### src/rtl/gift_128_ctrl_pkg.sv
// Shared types and constants for the GIFT-128 job sequencer.
package gift_128_ctrl_pkg;

   localparam int KEY_W = 128;
   localparam int BLK_W = 128;

   localparam logic OP_ENC = 1'b0;
   localparam logic OP_DEC = 1'b1;

   typedef enum logic [2:0] {
      S_IDLE      = 3'd0,
      S_DISPATCH  = 3'd1,
      S_KEY_LD    = 3'd2,
      S_KEY_GUARD = 3'd3,
      S_KEY_WAIT  = 3'd4,
      S_START     = 3'd5,
      S_RUN       = 3'd6,
      S_RESP      = 3'd7
   } ctrl_state_e;

endpackage

### src/rtl/gift_128_ctrl_key_cache.sv
// Two-entry key cache (one per core), indexed by op; reports whether the core already holds cmp_key.
module gift_128_ctrl_key_cache
   import gift_128_ctrl_pkg::*;
(
   input  logic             clk_i,
   input  logic             reset,
   input  logic             idx,
   input  logic             wr_en,
   input  logic             inv_one,
   input  logic             flush,
   input  logic [KEY_W-1:0] wr_key,
   output logic             hit_o
);

   logic [1:0]            vld_q, vld_d;
   logic [1:0][KEY_W-1:0] key_q, key_d;

   // Flush overrides a same-cycle write so a racing load is never trusted.
   always_comb begin
      vld_d = vld_q;
      key_d = key_q;
      if (wr_en) begin
         vld_d[idx] = 1'b1;
         key_d[idx] = wr_key;
      end
      if (inv_one) vld_d[idx] = 1'b0;
      if (flush)   vld_d      = 2'b00;
   end

   always_ff @(posedge clk_i) begin
      if (reset) begin
         vld_q <= 2'b00;
         key_q <= '0;
      end else begin
         vld_q <= vld_d;
         key_q <= key_d;
      end
   end

   assign hit_o = vld_q[idx] & (key_q[idx] == wr_key);

endmodule

### src/rtl/gift_128_ctrl.sv
// Request/response sequencer for one GIFT-128 encrypt core and one decrypt core,
// with key caching, start pulsing and per-wait timeout.
module gift_128_ctrl
   import gift_128_ctrl_pkg::*;
#(
   parameter int TIMEOUT = 4096,
   parameter int TO_W    = 13
) (
   input  logic             clk_i,
   input  logic             reset,
   input  logic             req_valid_i,
   output logic             req_ready_o,
   input  logic             req_op_i,
   input  logic [KEY_W-1:0] req_key_i,
   input  logic [BLK_W-1:0] req_data_i,
   output logic             rsp_valid_o,
   input  logic             rsp_ready_i,
   output logic [BLK_W-1:0] rsp_data_o,
   output logic             rsp_op_o,
   output logic             rsp_err_o,
   input  logic             key_flush_i,
   output logic             busy_o,
   output logic [KEY_W-1:0] enc_key_o,
   output logic [KEY_W-1:0] dec_key_o,
   output logic             enc_key_ld_o,
   output logic             dec_key_ld_o,
   input  logic             enc_key_done_i,
   input  logic             dec_key_done_i,
   output logic [BLK_W-1:0] enc_data_o,
   output logic [BLK_W-1:0] dec_data_o,
   output logic             enc_start_o,
   output logic             dec_start_o,
   input  logic [BLK_W-1:0] enc_result_i,
   input  logic [BLK_W-1:0] dec_result_i,
   input  logic             enc_done_i,
   input  logic             dec_done_i
);

   ctrl_state_e      state_q, state_d;
   logic             op_q, op_d;
   logic [KEY_W-1:0] key_q, key_d;
   logic [BLK_W-1:0] data_q, data_d;
   logic [TO_W-1:0]  cnt_q, cnt_d;
   logic [BLK_W-1:0] rsp_data_q, rsp_data_d;
   logic             rsp_op_q, rsp_op_d, rsp_err_q, rsp_err_d;
   logic             rsp_valid_q, rsp_valid_d, req_ready_q, req_ready_d, busy_q, busy_d;
   logic             enc_key_ld_q, enc_key_ld_d, dec_key_ld_q, dec_key_ld_d;
   logic             enc_start_q, enc_start_d, dec_start_q, dec_start_d;

   logic             cache_hit, cache_wr, cache_inv;
   logic             sel_key_done, sel_done, expire;
   logic [BLK_W-1:0] sel_result;

   gift_128_ctrl_key_cache u_key_cache (
      .clk_i   (clk_i),
      .reset   (reset),
      .idx     (op_q),
      .wr_en   (cache_wr),
      .inv_one (cache_inv),
      .flush   (key_flush_i),
      .wr_key  (key_q),
      .hit_o   (cache_hit)
   );

   assign sel_key_done = (op_q == OP_DEC) ? dec_key_done_i : enc_key_done_i;
   assign sel_done     = (op_q == OP_DEC) ? dec_done_i     : enc_done_i;
   assign sel_result   = (op_q == OP_DEC) ? dec_result_i   : enc_result_i;
   assign expire       = (cnt_q == TO_W'(TIMEOUT - 1));

   always_comb begin
      state_d    = state_q;
      op_d       = op_q;
      key_d      = key_q;
      data_d     = data_q;
      cnt_d      = cnt_q;
      rsp_data_d = rsp_data_q;
      rsp_op_d   = rsp_op_q;
      rsp_err_d  = rsp_err_q;
      cache_wr   = 1'b0;
      cache_inv  = 1'b0;
      unique case (state_q)
         S_IDLE: begin
            if (req_valid_i) begin
               op_d    = req_op_i;
               key_d   = req_key_i;
               data_d  = req_data_i;
               state_d = S_DISPATCH;
            end
         end
         S_DISPATCH: state_d = (cache_hit & ~key_flush_i) ? S_START : S_KEY_LD;
         S_KEY_LD: begin
            cache_inv = 1'b1;
            state_d   = S_KEY_GUARD;
         end
         // The core clears its key-done latch during this cycle, so it is not looked at.
         S_KEY_GUARD: begin
            cnt_d   = '0;
            state_d = S_KEY_WAIT;
         end
         S_KEY_WAIT: begin
            cnt_d = cnt_q + 1'b1;
            if (sel_key_done) begin
               cache_wr = 1'b1;
               state_d  = S_START;
            end else if (expire) begin
               rsp_data_d = '0;
               rsp_err_d  = 1'b1;
               rsp_op_d   = op_q;
               state_d    = S_RESP;
            end
         end
         S_START: begin
            cnt_d   = '0;
            state_d = S_RUN;
         end
         S_RUN: begin
            cnt_d = cnt_q + 1'b1;
            if (sel_done) begin
               rsp_data_d = sel_result;
               rsp_err_d  = 1'b0;
               rsp_op_d   = op_q;
               state_d    = S_RESP;
            end else if (expire) begin
               rsp_data_d = '0;
               rsp_err_d  = 1'b1;
               rsp_op_d   = op_q;
               cache_inv  = 1'b1;
               state_d    = S_RESP;
            end
         end
         S_RESP: if (rsp_ready_i) state_d = S_IDLE;
         default: state_d = S_IDLE;
      endcase

      // Outputs are decoded from the next state so every port comes straight off a flop.
      req_ready_d  = (state_d == S_IDLE);
      busy_d       = (state_d != S_IDLE);
      rsp_valid_d  = (state_d == S_RESP);
      enc_key_ld_d = (state_d == S_KEY_LD) & (op_q == OP_ENC);
      dec_key_ld_d = (state_d == S_KEY_LD) & (op_q == OP_DEC);
      enc_start_d  = (state_d == S_START)  & (op_q == OP_ENC);
      dec_start_d  = (state_d == S_START)  & (op_q == OP_DEC);
   end

   always_ff @(posedge clk_i) begin
      if (reset) begin
         state_q      <= S_IDLE;
         op_q         <= OP_ENC;
         key_q        <= '0;
         data_q       <= '0;
         cnt_q        <= '0;
         rsp_data_q   <= '0;
         rsp_op_q     <= 1'b0;
         rsp_err_q    <= 1'b0;
         rsp_valid_q  <= 1'b0;
         req_ready_q  <= 1'b1;
         busy_q       <= 1'b0;
         enc_key_ld_q <= 1'b0;
         dec_key_ld_q <= 1'b0;
         enc_start_q  <= 1'b0;
         dec_start_q  <= 1'b0;
      end else begin
         state_q      <= state_d;
         op_q         <= op_d;
         key_q        <= key_d;
         data_q       <= data_d;
         cnt_q        <= cnt_d;
         rsp_data_q   <= rsp_data_d;
         rsp_op_q     <= rsp_op_d;
         rsp_err_q    <= rsp_err_d;
         rsp_valid_q  <= rsp_valid_d;
         req_ready_q  <= req_ready_d;
         busy_q       <= busy_d;
         enc_key_ld_q <= enc_key_ld_d;
         dec_key_ld_q <= dec_key_ld_d;
         enc_start_q  <= enc_start_d;
         dec_start_q  <= dec_start_d;
      end
   end

   assign req_ready_o  = req_ready_q;
   assign busy_o       = busy_q;
   assign rsp_valid_o  = rsp_valid_q;
   assign rsp_data_o   = rsp_data_q;
   assign rsp_op_o     = rsp_op_q;
   assign rsp_err_o    = rsp_err_q;
   assign enc_key_o    = key_q;
   assign dec_key_o    = key_q;
   assign enc_data_o   = data_q;
   assign dec_data_o   = data_q;
   assign enc_key_ld_o = enc_key_ld_q;
   assign dec_key_ld_o = dec_key_ld_q;
   assign enc_start_o  = enc_start_q;
   assign dec_start_o  = dec_start_q;

endmodule
### config.mk
export PLATFORM = sky130hd
export DESIGN_NAME = gift_128_ctrl
export DESIGN_NICKNAME = d
export VERILOG_FILES = /design/src/rtl/gift_128_ctrl_pkg.sv /design/src/rtl/gift_128_ctrl_key_cache.sv /design/src/rtl/gift_128_ctrl.sv
export SDC_FILE = /design/constraint.sdc
export NUM_CORES = 2
export LEC_CHECK = 0
export BUFFER_PORTS_ARGS = -buffer_cell sky130_fd_sc_hd__buf_2
export CAP_MARGIN = 20
export CORE_AREA = 2 2 458 460
export CTS_CLUSTER_SIZE = 14
export DETAILED_ROUTE_END_ITERATION = 10
export DIE_AREA = 0 0 460 462
export SYNTH_ARGS = -nofsm -noshare
export SYNTH_HDL_FRONTEND = slang
export SYNTH_SLANG_ARGS = --single-unit
### constraint.sdc
create_clock -name clk_i -period 2.8 [get_ports clk_i]
set_input_delay 0.14 -clock clk_i [delete_from_list [all_inputs] [get_ports clk_i]]
set_output_delay 0.14 -clock clk_i [all_outputs]
set_load 0.1 [all_outputs]
==> impl_metrics.json <==
{
  "start_kind": "register",
  "initial_core_util_pct": 14.1,
  "final_cell_mix": "buf_2 (1169), nand2_1 (1039), dfxtp_1 (667)",
  "drt_first_pass_iters": 5,
  "synthArstFlopShare_pct": 0,
  "crit_path_end_kind": "register",
  "synth_nets": 4193,
  "drtIter0Drc": 2592,
  "cts_tree": "yes",
  "worstPathRequired_ps": 3390,
  "multi_input_area_um2": 13100,
  "cp.arrival_ps": 3390,
  "routed-via-count": 32800,
  "ant_nets": 0,
  "drc": 0,
  "insertion_delay_ps": 730,
  "place_congestion": 0.956,
  "cts_sinks": 668,
  "dpl_cell_area_um2": 37400,
  "wl_per_cell_um": 24.3,
  "h-tree-depth": 3,
  "rsz0062_at_grt": "yes",
  "fp.dieW_um": 460,
  "grt_max_degree": 112,
  "syn-cell-area_um2": 29300,
  "root_buffer": "clkbuf_16",
  "port-buffer-count": 1170,
  "synthDistinctLibCells": 47,
  "routed_wl_mm": 194,
  "tightest_slew_ps": 854,
  "io_pins": 1171,
  "holdWs_ps": 47.3,
  "cpMaxStageDelayCell": "dfxtp_4",
  "synth_top_family_by_area": "simple AND/OR/NAND/NOR gates",
  "finalCriticalPeriod_ps": 2810,
  "synth_mux_area_share_pct": 8.84,
  "overflow": 0,
  "path_clk_slew_ps": 60,
  "die_h_um": 462,
  "area_growth_pct": 58.4,
  "synth_compound_area_share_pct": 13.7,
  "cts_buffers": 87,
  "use_met2_pct": 27.5,
  "avgViaCountPerCell": 4.13,
  "outcome": "finished, violations left",
  "nets": 5673,
  "ys.flop_type": "dfxtp_1",
  "synth_area_per_cell_um2": 7.98,
  "finalSetupTns_ps": -18.8,
  "max-slew-margin-rel_pct": 42.7,
  "final-seq-area_um2": 13400,
  "finClkSkew_ps": 92.1,
  "dp_cells": 7232,
  "setup_ws_ps": -9.86,
  "cap_viol_max_count": 0,
  "synth-adder-area-share_pct": 0.0427,
  "busiest_layer": "met2",
  "layoutNonFillerInstCount": 7959,
  "antenna_found_initial": 72,
  "ir_drop_mv": 0.553,
  "finalHoldViolCount": 0,
  "violations": "negative setup slack",
  "clk_path_buf_depth": 3,
  "fin_area_um2": 46400,
  "synth_edf_count": 0,
  "grt_pass1_wl_mm": 253,
  "ys_ff_latch": 668,
  "crit_type": "register to register",
  "crit_chain": "buf_4, buf_16, mux2i_1, xnor2_1, nor4_1, nand4_1, nor4_2, buf_4, nand4_1, buf_6, a21oi_2",
  "core_um2": 208000,
  "final_layout_size_suffix_gt1_share_pct": 30.2,
  "first_global_vias": 30900,
  "slew_viol_final": 0,
  "slowest_delay_ps": 390,
  "seq_area_frac_synth_pct": 45.7,
  "fmaxAchievable_mhz": 356,
  "ys_warn_count": 0,
  "synthXorXnorAreaFrac_pct": 2.51,
  "final_common_cell": "buf_2",
  "syn_inst": 3670,
  "grt_use_met1_pct": 19.5,
  "hp-class": "primary input to register",
  "p_per_area_nw_per_um2": 759,
  "cellLeakagePower_uw": 0.0191,
  "place_hpwl_mm": 153,
  "grtUsageMet3_pct": 6.19,
  "worst-path-max-fanout": 20,
  "groute.usage.overall_pct": 17.2,
  "setup_viol": 3,
  "synth-simple-area-share_pct": 18.6,
  "min_period_over_period_pct": 100,
  "num_rows": 168,
  "dieArea_um2": 213000,
  "nFillCells": 22800
}
[stage by stage]
step	util [%]	total power (uW)	setup slack [ps]
2_1_floorplan	-	19700	432
3_3_place_gp	18.0	22800	-321
3_5_place_dp	18.0	22800	-242
4_1_cts	22.2	35600	-60.3
5_1_grt	22.3	36400	-122
6_report	22.3	35200	-9.86
[timing repair]
item	in CTS	in global routing
pin swaps	14	5
hold buffers	526	0
setup buffers	12	2
resized for setup	45	17
setup endpoints to repair	8	20
endpoints found under the hold margin	398	0
gates cloned	6	3
[critical path, delay by kind of cell, from the launching register on]
family	cells	cell delay, ps
mux	1	250
compound gates	1	110
xor+xnor	1	160
buf+inv	4	750
simple gates	4	970
flops	1	390
[flip-flops by register name, indices dropped and copies added, names as in the netlist, 3 cells and up, named ones only]
signal             cells
dec_data_o           128
cnt_q                 13
state_q                3
dec_key_o            128
u_key_cache.key_q    256
rsp_data_o           128
[worst paths after layout]
| kind | from | to | depth (start not counted) | slack (ps) |
|---|---|---|---|---|
| max | op_q | state_q[0] | 11 | -10 |
| min | enc_done_i | rsp_err_o | 3 | 50 |
| max reg2reg | op_q | state_q[0] | 11 | -10 |
| min reg2reg | u_key_cache.key_q[30] | u_key_cache.key_q[30] | 2 | 450 |
[synthesized netlist by cell type, types with 18 or more instances]
master	number	share of area, %
a21oi_1	529	9.0
nand2_1	1040	13
mux2i_1	255	8.7
o2bb2ai_1	18	0.54
clkbuf_1	206	2.6
nor4_1	26	0.56
xnor2_1	69	2.1
nor2_1	280	3.6
buf_4	258	6.6
buf_2	38	0.65
dfxtp_1	668	46
a31oi_1	130	2.8
[report_power, final]
part / internal (uW) / leakage (uW) / switching (uW)
registers: 9990 / 0.00542 / 859
logic: 2780 / 0.0123 / 9890
clock network: 6690 / 0.00143 / 5000
[area by class of cell]
type / count / share of cell area [%]
Clock buffer: 114 / 5.19
Inverter: 8 / 0.0648
Clock inverter: 40 / 1.18
Multi-Input combinational cell: 2474 / 28.3
Timing Repair Buffer: 1911 / 29.0
Antenna cell: 24 / 0.130
Tap cell: 2720 / 7.34
Sequential cell: 668 / 28.8
[layer usage]
| layer | share of wire [%] | vias to the layer above |
|---|---|---|
| li1 | - | 15000 |
| met1 | 38 | 15700 |
| met2 | 45 | 1661 |
| met3 | 9.7 | 449 |
| met4 | 6.5 | 44 |
| met5 | 0.32 | - |
[cell families (layout without fill, tap and decap cells)]
| family | after synthesis | in the layout |
|---|---|---|
| xor gates and xnor gates | 84 | 84 |
| adders and majority gates | 1 | 1 |
| muxes | 258 | 258 |
| DFF | 668 | 668 |
| buffers and inverters | 528 | 2073 |
| other | 0 | 24 |
| AOI/OAI and AO/OA | 734 | 734 |
| and+or+nand+nor | 1397 | 1397 |
No activity file was read; power rests on OpenSTA's default activity.
